[config.mk]
export PLATFORM = sky130hd
export DESIGN_NAME = coproc_sequenciador
export DESIGN_NICKNAME = d
export VERILOG_FILES = /design/src/rtl/coproc_sequenciador.sv
export SDC_FILE = /design/constraint.sdc
export NUM_CORES = 2
export LEC_CHECK = 0
export ABC_CLOCK_PERIOD_IN_PS = 3800
export BUFFER_PORTS_ARGS = -buffer_cell sky130_fd_sc_hd__buf_2
export CAP_MARGIN = 40
export CELL_PAD_IN_SITES_DETAIL_PLACEMENT = 0
export CELL_PAD_IN_SITES_GLOBAL_PLACEMENT = 2
export CORE_UTILIZATION = 30
export DETAILED_ROUTE_END_ITERATION = 16
export GPL_ROUTABILITY_DRIVEN = 0
export PLACE_DENSITY_LB_ADDON = 0.05
export RECOVER_POWER = 50
export SLEW_MARGIN = 20
export SYNTH_ARGS = -nofsm -noshare
export SYNTH_HDL_FRONTEND = slang
export SYNTH_SLANG_ARGS = --single-unit
[constraint.sdc]
create_clock -name clk -period 3.8 [get_ports clk]
set_input_delay 0.76 -clock clk [delete_from_list [all_inputs] [get_ports clk]]
set_output_delay 0.76 -clock clk [all_outputs]
set_load 0.1 [all_outputs]
[src/rtl/coproc_sequenciador.sv]
// ---------------------------------------------------------------------------
// coproc_sequenciador
//
// Control unit that runs one matrix-ULA instruction at a time. It accepts an
// instruction, streams operand A (and B for binary opcodes) byte by byte from
// data memory into 200-bit operand registers, issues the opcode to the ULA,
// waits for ula_done, then streams the result back to memory.
//
// Ports
//   clk, rst            clock, synchronous active-high reset
//   instr_valid/ready   instruction handshake (ready only in IDLE)
//   instr_opcode        ULA opcode, 0011..1100 legal
//   instr_addr_a/b/c    operand A, operand B and result base addresses
//   instr_escalar       scalar operand for opcode 1000
//   mem_addr/rd/rdata   memory read port (rdata valid the cycle after rd)
//   mem_wr/wdata        memory write port
//   ula_opcode          opcode to ULA, 0000 outside EXEC/WAIT
//   ula_escalar         latched scalar
//   ula_matriz_a/b      operand registers
//   ula_resultado/done  ULA result and completion flag
//   busy                high in every state except IDLE
//   done                one-cycle pulse when an instruction completes
//   erro                one-cycle pulse (with done) on illegal opcode or
//                       ULA timeout
//
// Optional feature (macro CONTADOR_CICLOS_EN):
//   ciclos[15:0]        cycles from accept edge to DONE inclusive,
//                       saturating, updated at DONE and held until the next
// ---------------------------------------------------------------------------
module coproc_sequenciador #(
    parameter int MEM_AW      = 8,
    parameter int N_ELEM      = 25,
    parameter int ULA_TIMEOUT = 16
) (
    input  logic                  clk,
    input  logic                  rst,
    input  logic                  instr_valid,
    output logic                  instr_ready,
    input  logic [3:0]            instr_opcode,
    input  logic [MEM_AW-1:0]     instr_addr_a,
    input  logic [MEM_AW-1:0]     instr_addr_b,
    input  logic [MEM_AW-1:0]     instr_addr_c,
    input  logic [7:0]            instr_escalar,
    output logic [MEM_AW-1:0]     mem_addr,
    output logic                  mem_rd,
    input  logic [7:0]            mem_rdata,
    output logic                  mem_wr,
    output logic [7:0]            mem_wdata,
    output logic [3:0]            ula_opcode,
    output logic [7:0]            ula_escalar,
    output logic [8*N_ELEM-1:0]   ula_matriz_a,
    output logic [8*N_ELEM-1:0]   ula_matriz_b,
    input  logic [8*N_ELEM-1:0]   ula_resultado,
    input  logic                  ula_done,
    output logic                  busy,
    output logic                  done,
`ifdef CONTADOR_CICLOS_EN
    output logic [15:0]           ciclos,
`endif
    output logic                  erro
);

    localparam int MAT_W = 8 * N_ELEM;
    localparam int K_W   = $clog2(N_ELEM + 1);
    localparam int T_W   = $clog2(ULA_TIMEOUT + 1);

    localparam logic [2:0] S_IDLE   = 3'd0;
    localparam logic [2:0] S_LOAD_A = 3'd1;
    localparam logic [2:0] S_LOAD_B = 3'd2;
    localparam logic [2:0] S_EXEC   = 3'd3;
    localparam logic [2:0] S_WAIT   = 3'd4;
    localparam logic [2:0] S_STORE  = 3'd5;
    localparam logic [2:0] S_DONE   = 3'd6;

    // A load phase runs k = 0..N_ELEM: N_ELEM read cycles plus one trailing
    // capture cycle for the last byte.
    localparam logic [K_W-1:0] K_LAST_LOAD  = K_W'(N_ELEM);
    localparam logic [K_W-1:0] K_LAST_STORE = K_W'(N_ELEM - 1);
    localparam logic [T_W-1:0] T_LAST       = T_W'(ULA_TIMEOUT - 1);

    logic [2:0]        state_q, state_d;
    logic [K_W-1:0]    k_q, k_d;
    logic [T_W-1:0]    tmo_q, tmo_d;
    logic [3:0]        op_q, op_d;
    logic [MEM_AW-1:0] addr_a_q, addr_a_d;
    logic [MEM_AW-1:0] addr_b_q, addr_b_d;
    logic [MEM_AW-1:0] addr_c_q, addr_c_d;
    logic [7:0]        escalar_q, escalar_d;
    logic [MAT_W-1:0]  mat_a_q, mat_a_d;
    logic [MAT_W-1:0]  mat_b_q, mat_b_d;
    logic [MAT_W-1:0]  res_q, res_d;
    logic              err_q, err_d;
    logic [K_W-1:0]    k_prev;

    function automatic logic op_legal(input logic [3:0] op);
        return (op >= 4'h3) && (op <= 4'hC);
    endfunction

    function automatic logic op_needs_b(input logic [3:0] op);
        return (op >= 4'h3) && (op <= 4'h5);
    endfunction

    // Determinant opcodes produce a single result byte.
    function automatic logic op_is_det(input logic [3:0] op);
        return op >= 4'h9;
    endfunction

    function automatic logic [MAT_W-1:0] put_byte(input logic [MAT_W-1:0] m,
                                                  input logic [K_W-1:0]   idx,
                                                  input logic [7:0]       b);
        logic [MAT_W-1:0] r;
        r = m;
        for (int i = 0; i < N_ELEM; i++) begin
            if (idx == K_W'(i)) r[8*i +: 8] = b;
        end
        return r;
    endfunction

    function automatic logic [7:0] get_byte(input logic [MAT_W-1:0] m,
                                            input logic [K_W-1:0]   idx);
        logic [7:0] b;
        b = 8'h00;
        for (int i = 0; i < N_ELEM; i++) begin
            if (idx == K_W'(i)) b = m[8*i +: 8];
        end
        return b;
    endfunction

    // Read data arriving in load cycle k belongs to the address issued in k-1.
    assign k_prev = k_q - K_W'(1);

    always_comb begin
        state_d   = state_q;
        k_d       = k_q;
        tmo_d     = tmo_q;
        op_d      = op_q;
        addr_a_d  = addr_a_q;
        addr_b_d  = addr_b_q;
        addr_c_d  = addr_c_q;
        escalar_d = escalar_q;
        mat_a_d   = mat_a_q;
        mat_b_d   = mat_b_q;
        res_d     = res_q;
        err_d     = err_q;

        case (state_q)
            S_IDLE: begin
                if (instr_valid) begin
                    op_d      = instr_opcode;
                    addr_a_d  = instr_addr_a;
                    addr_b_d  = instr_addr_b;
                    addr_c_d  = instr_addr_c;
                    escalar_d = instr_escalar;
                    k_d       = '0;
                    if (op_legal(instr_opcode)) begin
                        err_d   = 1'b0;
                        state_d = S_LOAD_A;
                    end else begin
                        err_d   = 1'b1;
                        state_d = S_DONE;
                    end
                end
            end

            S_LOAD_A: begin
                if (k_q != '0) mat_a_d = put_byte(mat_a_q, k_prev, mem_rdata);
                if (k_q == K_LAST_LOAD) begin
                    k_d     = '0;
                    state_d = op_needs_b(op_q) ? S_LOAD_B : S_EXEC;
                end else begin
                    k_d = k_q + K_W'(1);
                end
            end

            S_LOAD_B: begin
                if (k_q != '0) mat_b_d = put_byte(mat_b_q, k_prev, mem_rdata);
                if (k_q == K_LAST_LOAD) begin
                    k_d     = '0;
                    state_d = S_EXEC;
                end else begin
                    k_d = k_q + K_W'(1);
                end
            end

            S_EXEC: begin
                tmo_d   = '0;
                state_d = S_WAIT;
            end

            // ula_done wins over the timeout on the last allowed cycle.
            S_WAIT: begin
                if (ula_done) begin
                    res_d   = ula_resultado;
                    k_d     = '0;
                    state_d = S_STORE;
                end else if (tmo_q == T_LAST) begin
                    err_d   = 1'b1;
                    state_d = S_DONE;
                end else begin
                    tmo_d = tmo_q + T_W'(1);
                end
            end

            S_STORE: begin
                if (op_is_det(op_q) || (k_q == K_LAST_STORE)) begin
                    state_d = S_DONE;
                end else begin
                    k_d = k_q + K_W'(1);
                end
            end

            S_DONE: begin
                err_d   = 1'b0;
                k_d     = '0;
                state_d = S_IDLE;
            end

            default: begin
                state_d = S_IDLE;
            end
        endcase
    end

    always_ff @(posedge clk) begin
        if (rst) begin
            state_q   <= S_IDLE;
            k_q       <= '0;
            tmo_q     <= '0;
            op_q      <= '0;
            addr_a_q  <= '0;
            addr_b_q  <= '0;
            addr_c_q  <= '0;
            escalar_q <= '0;
            mat_a_q   <= '0;
            mat_b_q   <= '0;
            res_q     <= '0;
            err_q     <= 1'b0;
        end else begin
            state_q   <= state_d;
            k_q       <= k_d;
            tmo_q     <= tmo_d;
            op_q      <= op_d;
            addr_a_q  <= addr_a_d;
            addr_b_q  <= addr_b_d;
            addr_c_q  <= addr_c_d;
            escalar_q <= escalar_d;
            mat_a_q   <= mat_a_d;
            mat_b_q   <= mat_b_d;
            res_q     <= res_d;
            err_q     <= err_d;
        end
    end

    // Memory port: address is base+k, wrapping naturally at MEM_AW bits.
    always_comb begin
        mem_addr  = '0;
        mem_rd    = 1'b0;
        mem_wr    = 1'b0;
        mem_wdata = 8'h00;
        case (state_q)
            S_LOAD_A: begin
                if (k_q != K_LAST_LOAD) begin
                    mem_rd   = 1'b1;
                    mem_addr = addr_a_q + MEM_AW'(k_q);
                end
            end
            S_LOAD_B: begin
                if (k_q != K_LAST_LOAD) begin
                    mem_rd   = 1'b1;
                    mem_addr = addr_b_q + MEM_AW'(k_q);
                end
            end
            S_STORE: begin
                mem_wr    = 1'b1;
                mem_addr  = addr_c_q + MEM_AW'(k_q);
                mem_wdata = get_byte(res_q, k_q);
            end
            default: ;
        endcase
    end

    assign instr_ready  = (state_q == S_IDLE);
    assign busy         = (state_q != S_IDLE);
    assign done         = (state_q == S_DONE);
    assign erro         = (state_q == S_DONE) && err_q;
    assign ula_opcode   = ((state_q == S_EXEC) || (state_q == S_WAIT)) ? op_q : 4'h0;
    assign ula_escalar  = escalar_q;
    assign ula_matriz_a = mat_a_q;
    assign ula_matriz_b = mat_b_q;

`ifdef CONTADOR_CICLOS_EN
    // cnt_q holds the index of the current cycle counted from the accept
    // edge (1 in the first busy cycle), so in DONE it equals the total.
    logic [15:0] cnt_q, cnt_d;
    logic [15:0] ciclos_q, ciclos_d;

    always_comb begin
        cnt_d    = cnt_q;
        ciclos_d = ciclos_q;
        if (state_q == S_IDLE) begin
            if (instr_valid) cnt_d = 16'd1;
        end else if (cnt_q != 16'hFFFF) begin
            cnt_d = cnt_q + 16'd1;
        end
        if (state_q == S_DONE) ciclos_d = cnt_q;
    end

    always_ff @(posedge clk) begin
        if (rst) begin
            cnt_q    <= 16'd0;
            ciclos_q <= 16'd0;
        end else begin
            cnt_q    <= cnt_d;
            ciclos_q <= ciclos_d;
        end
    end

    assign ciclos = ciclos_q;
`endif

endmodule

==> flow_summary.yaml <==
critical_path:
  max_stage_delay_ns: 0.38
  crit_buf_inv: 5
  cp.required_ns: 3.04
  crit_slowest_cell: "dfxtp_4"
  crit_type: "reg -> out"
  start_kind: "register"
  endpoint_kind: "primary output"
  worst-path-max-fanout: 6
  crit_family: "compound AO/OA/AOI/OAI gates"
  crit_path_cell_trace: "clkinvlp_4, ha_4, buf_12, buf_8, buf_6, a211o_1, a32o_2, a211oi_2, o21ai_2, a211oi_2, a2111oi_4, buf_12"
  arrival_ns: 3.28
sta:
  setup_slack_ns: -0.242
  rsz0062_at_grt: "yes"
  worst_pin_slew_ns: 2.00
  layout_min_cycle_time_ns: 4.04
  fin_worst_skew_ns: 0.0237
  hold-worst-slack_ns: 0.366
  min_period_over_period_pct: 106
  setup_viol: 9
  fmax_ghz: 0.247
  finalHoldViolCount: 0
  drv_slew: 227
  maxSlewHeadroom_pct: -33.7
floorplan:
  fp.dieH_um: 303
  die_x_um: 303
  rows: 110
  io_pins: 682
  start_util_pct: 30.3
  coreArea_sq_mm: 0.0899
  die_area_sq_mm: 0.0919
cells_and_area:
  fillers: 9714
  areaGrowthSynthToFinish_pct: 32.4
  final_cells: 5470
  drive_above_1_share_pct: 18.9
  stdcell_area_sq_mm: 0.0360
  nets: 4492
global_route:
  grt_max_degree: 107
  grt_pass1_wl_mm: 184
  grtUsageTotal_pct: 26.6
  gr-total-overflow: 0
  antenna_found_initial: 26
  grt_pass1_vias: 26669
worst_hold_path:
  holdCritPathClass: "in -> reg"
yosys:
  synthesis.yosys.warnings: 0
  yosysUniqueCellTypes: 80
  async_flop_share_pct: 0
  netlist_top_cells_area: "dfxtp_1 48%, nand2_1 14%, a21oi_1 13%"
  synth_seq_area_share_pct: 47.8
  synth_ff_type: "dfxtp_1"
  synth-edff-count: 0
  syn_avg_cell_area_sq_um: 7.57
  netlist_instances: 3592
  syn_area_sq_mm: 0.0272
  syn_nets: 3866
  yosys.area.top_type: "dfxtp_1"
  netlist.area_leader.share_pct: 47.8
  synth.ff_latch_count: 650
power:
  cellPowerDensity_mw_per_mm2: 590
  p_leak_nw: 12.7
  ir_drop_uv: 328
drt:
  wirelength_mm: 127
  first_iter_violations: 2181
  vias_per_cell: 5.15
  avgRoutedWirePerCell_um: 23.3
  ant_nets: 0
  drc: 0
  dr.pass1.iters: 6
  num_vias: 28151
flow_run:
  drv_cap: 3
clocking:
  h-tree-depth: 3
  clockBufferDepth: 3
  cts_tree: "done"
  clk_transition_reported_paths_ns: 0.06
  cts_hold_buf: 0
  clock_sinks: 650
  numCtsBuffers: 78
  root_buffer: "clkbuf_16"
  clkLatencyLatePin_ns: 0.63
placement:
  io_buffers: 681
  dp_hpwl_mm: 89.9
  placed_area_sq_mm: 0.0325
  placed_cells: 5257
outcome:
  status: "finished with violations"
  violations: "capacitance limit, slew limit, setup timing"
[per-stage QoR]
step	setup slack, ns	TNS, ns	total power [mW]	utilization, %
6_report	-0.242	-1.11	21.2	40.1
5_1_grt	-0.347	-3.94	22.2	40.1
4_1_cts	-0.275	-1.23	21.1	40.0
3_5_place_dp	0.181	0	13.0	36.2
2_1_floorplan	-0.470	-1.40	10.9	-
3_3_place_gp	0.223	0	13.0	35.9
[report_power, final]
part | switching (mW) | internal [mW] | leakage [nW]
Sequential | 0.371 | 7.16 | 5.25
Combinational | 4.13 | 2.03 | 6.18
Clock | 3.16 | 4.38 | 1.25
[per-layer routing]
| layer | GRT usage (%) | wire, um | vias to the layer above |
|---|---|---|---|
| li1 | - | - | 13584 |
| met1 | 37.5 | 58200 | 13514 |
| met2 | 40.1 | 55900 | 845 |
| met3 | 6.45 | 9170 | 186 |
| met4 | 7.77 | 4000 | 22 |
| met5 | 0 | 141 | - |
[flip-flops by register name (all words and copies together), names as in the netlist]
register      cells
res_q           200
ula_matriz_a    200
ula_matriz_b    200
addr_a_q          8
addr_b_q          8
addr_c_q          8
ula_escalar       8
k_q               5
tmo_q             5
op_q              4
state_q           3
err_q             1
[synthesized netlist by cell type (22+ instances only)]
| cell | count |
|---|---|
| nand3_1 | 416 |
| a21oi_1 | 700 |
| o21ai_0 | 50 |
| buf_2 | 46 |
| dfxtp_1 | 650 |
| nor3_1 | 24 |
| a211oi_1 | 22 |
| clkbuf_1 | 254 |
| inv_1 | 35 |
| nor2_1 | 62 |
| ha_1 | 23 |
| nor2b_1 | 25 |
| nand2_1 | 990 |
[worst reg2reg max path, delay by kind of cell, from the launching register on]
kind            cells  cell delay (ns)
buf+inv             2             0.75
flops               1             0.31
compound gates      1             0.15
simple gates        3             2.52
[cell usage in the layout, fill, tap and decap left out, types with 15 or more instances in the layout]
cell and count:
buf_2 337, o211ai_1 15, o21ai_0 35, dfxtp_1 645, a21oi_1 685, buf_4 133, clkbuf_8 18, nor2b_1 20
ha_1 17, clkbuf_16 81, nand2_1 987, buf_6 15, diode_2 15, nor2_1 55, clkbuf_1 346, inv_1 31
nand3_1 415, buf_12 42, nor3_1 19
[cell type report]
type | count | area, sq um | area share (%)
Inverter | 35 | 139 | 0.386
Multi-Input combinational cell | 2583 | 13500 | 37.4
Sequential cell | 650 | 13000 | 36.2
Timing Repair Buffer | 870 | 5310 | 14.7
Antenna cell | 15 | 37.5 | 0.104
Tap cell | 1176 | 1470 | 4.09
Clock buffer | 119 | 2290 | 6.35
Clock inverter | 22 | 267 | 0.740
[kinds of logic after synthesis]
group | count (synthesis) | share of synthesized area, %
adder cells (fa/ha/maj) | 26 | 1.28
flip-flops | 650 | 47.8
AO/OA/AOI/OAI | 911 | 18.5
XOR/XNOR | 22 | 0.708
multiplexers | 6 | 0.225
AND/OR/NAND/NOR | 1618 | 26.1
buffers and inverters | 359 | 5.30
[repair_timing]
action	CTS	global route
resized for setup	108	76
pin swaps	36	58
setup buffers	33	20
cloned	4	0
setup endpoints to repair	16	15
[path summary, 6_finish.rpt]
| path | cells after the start | from | slack (ns) | end |
|---|---|---|---|---|
| worst max-delay path | 12 | k_q[0] | -0.24 | mem_wdata[3] |
| worst min-delay path | 3 | instr_escalar[6] | 0.37 | ula_escalar[6] |
| worst max register to register | 6 | state_q[0] | 0.01 | addr_a_q[1] |
| worst min register to register | 2 | ula_matriz_a[154] | 0.45 | ula_matriz_a[154] |
No activity file was read; power rests on OpenSTA's default activity.
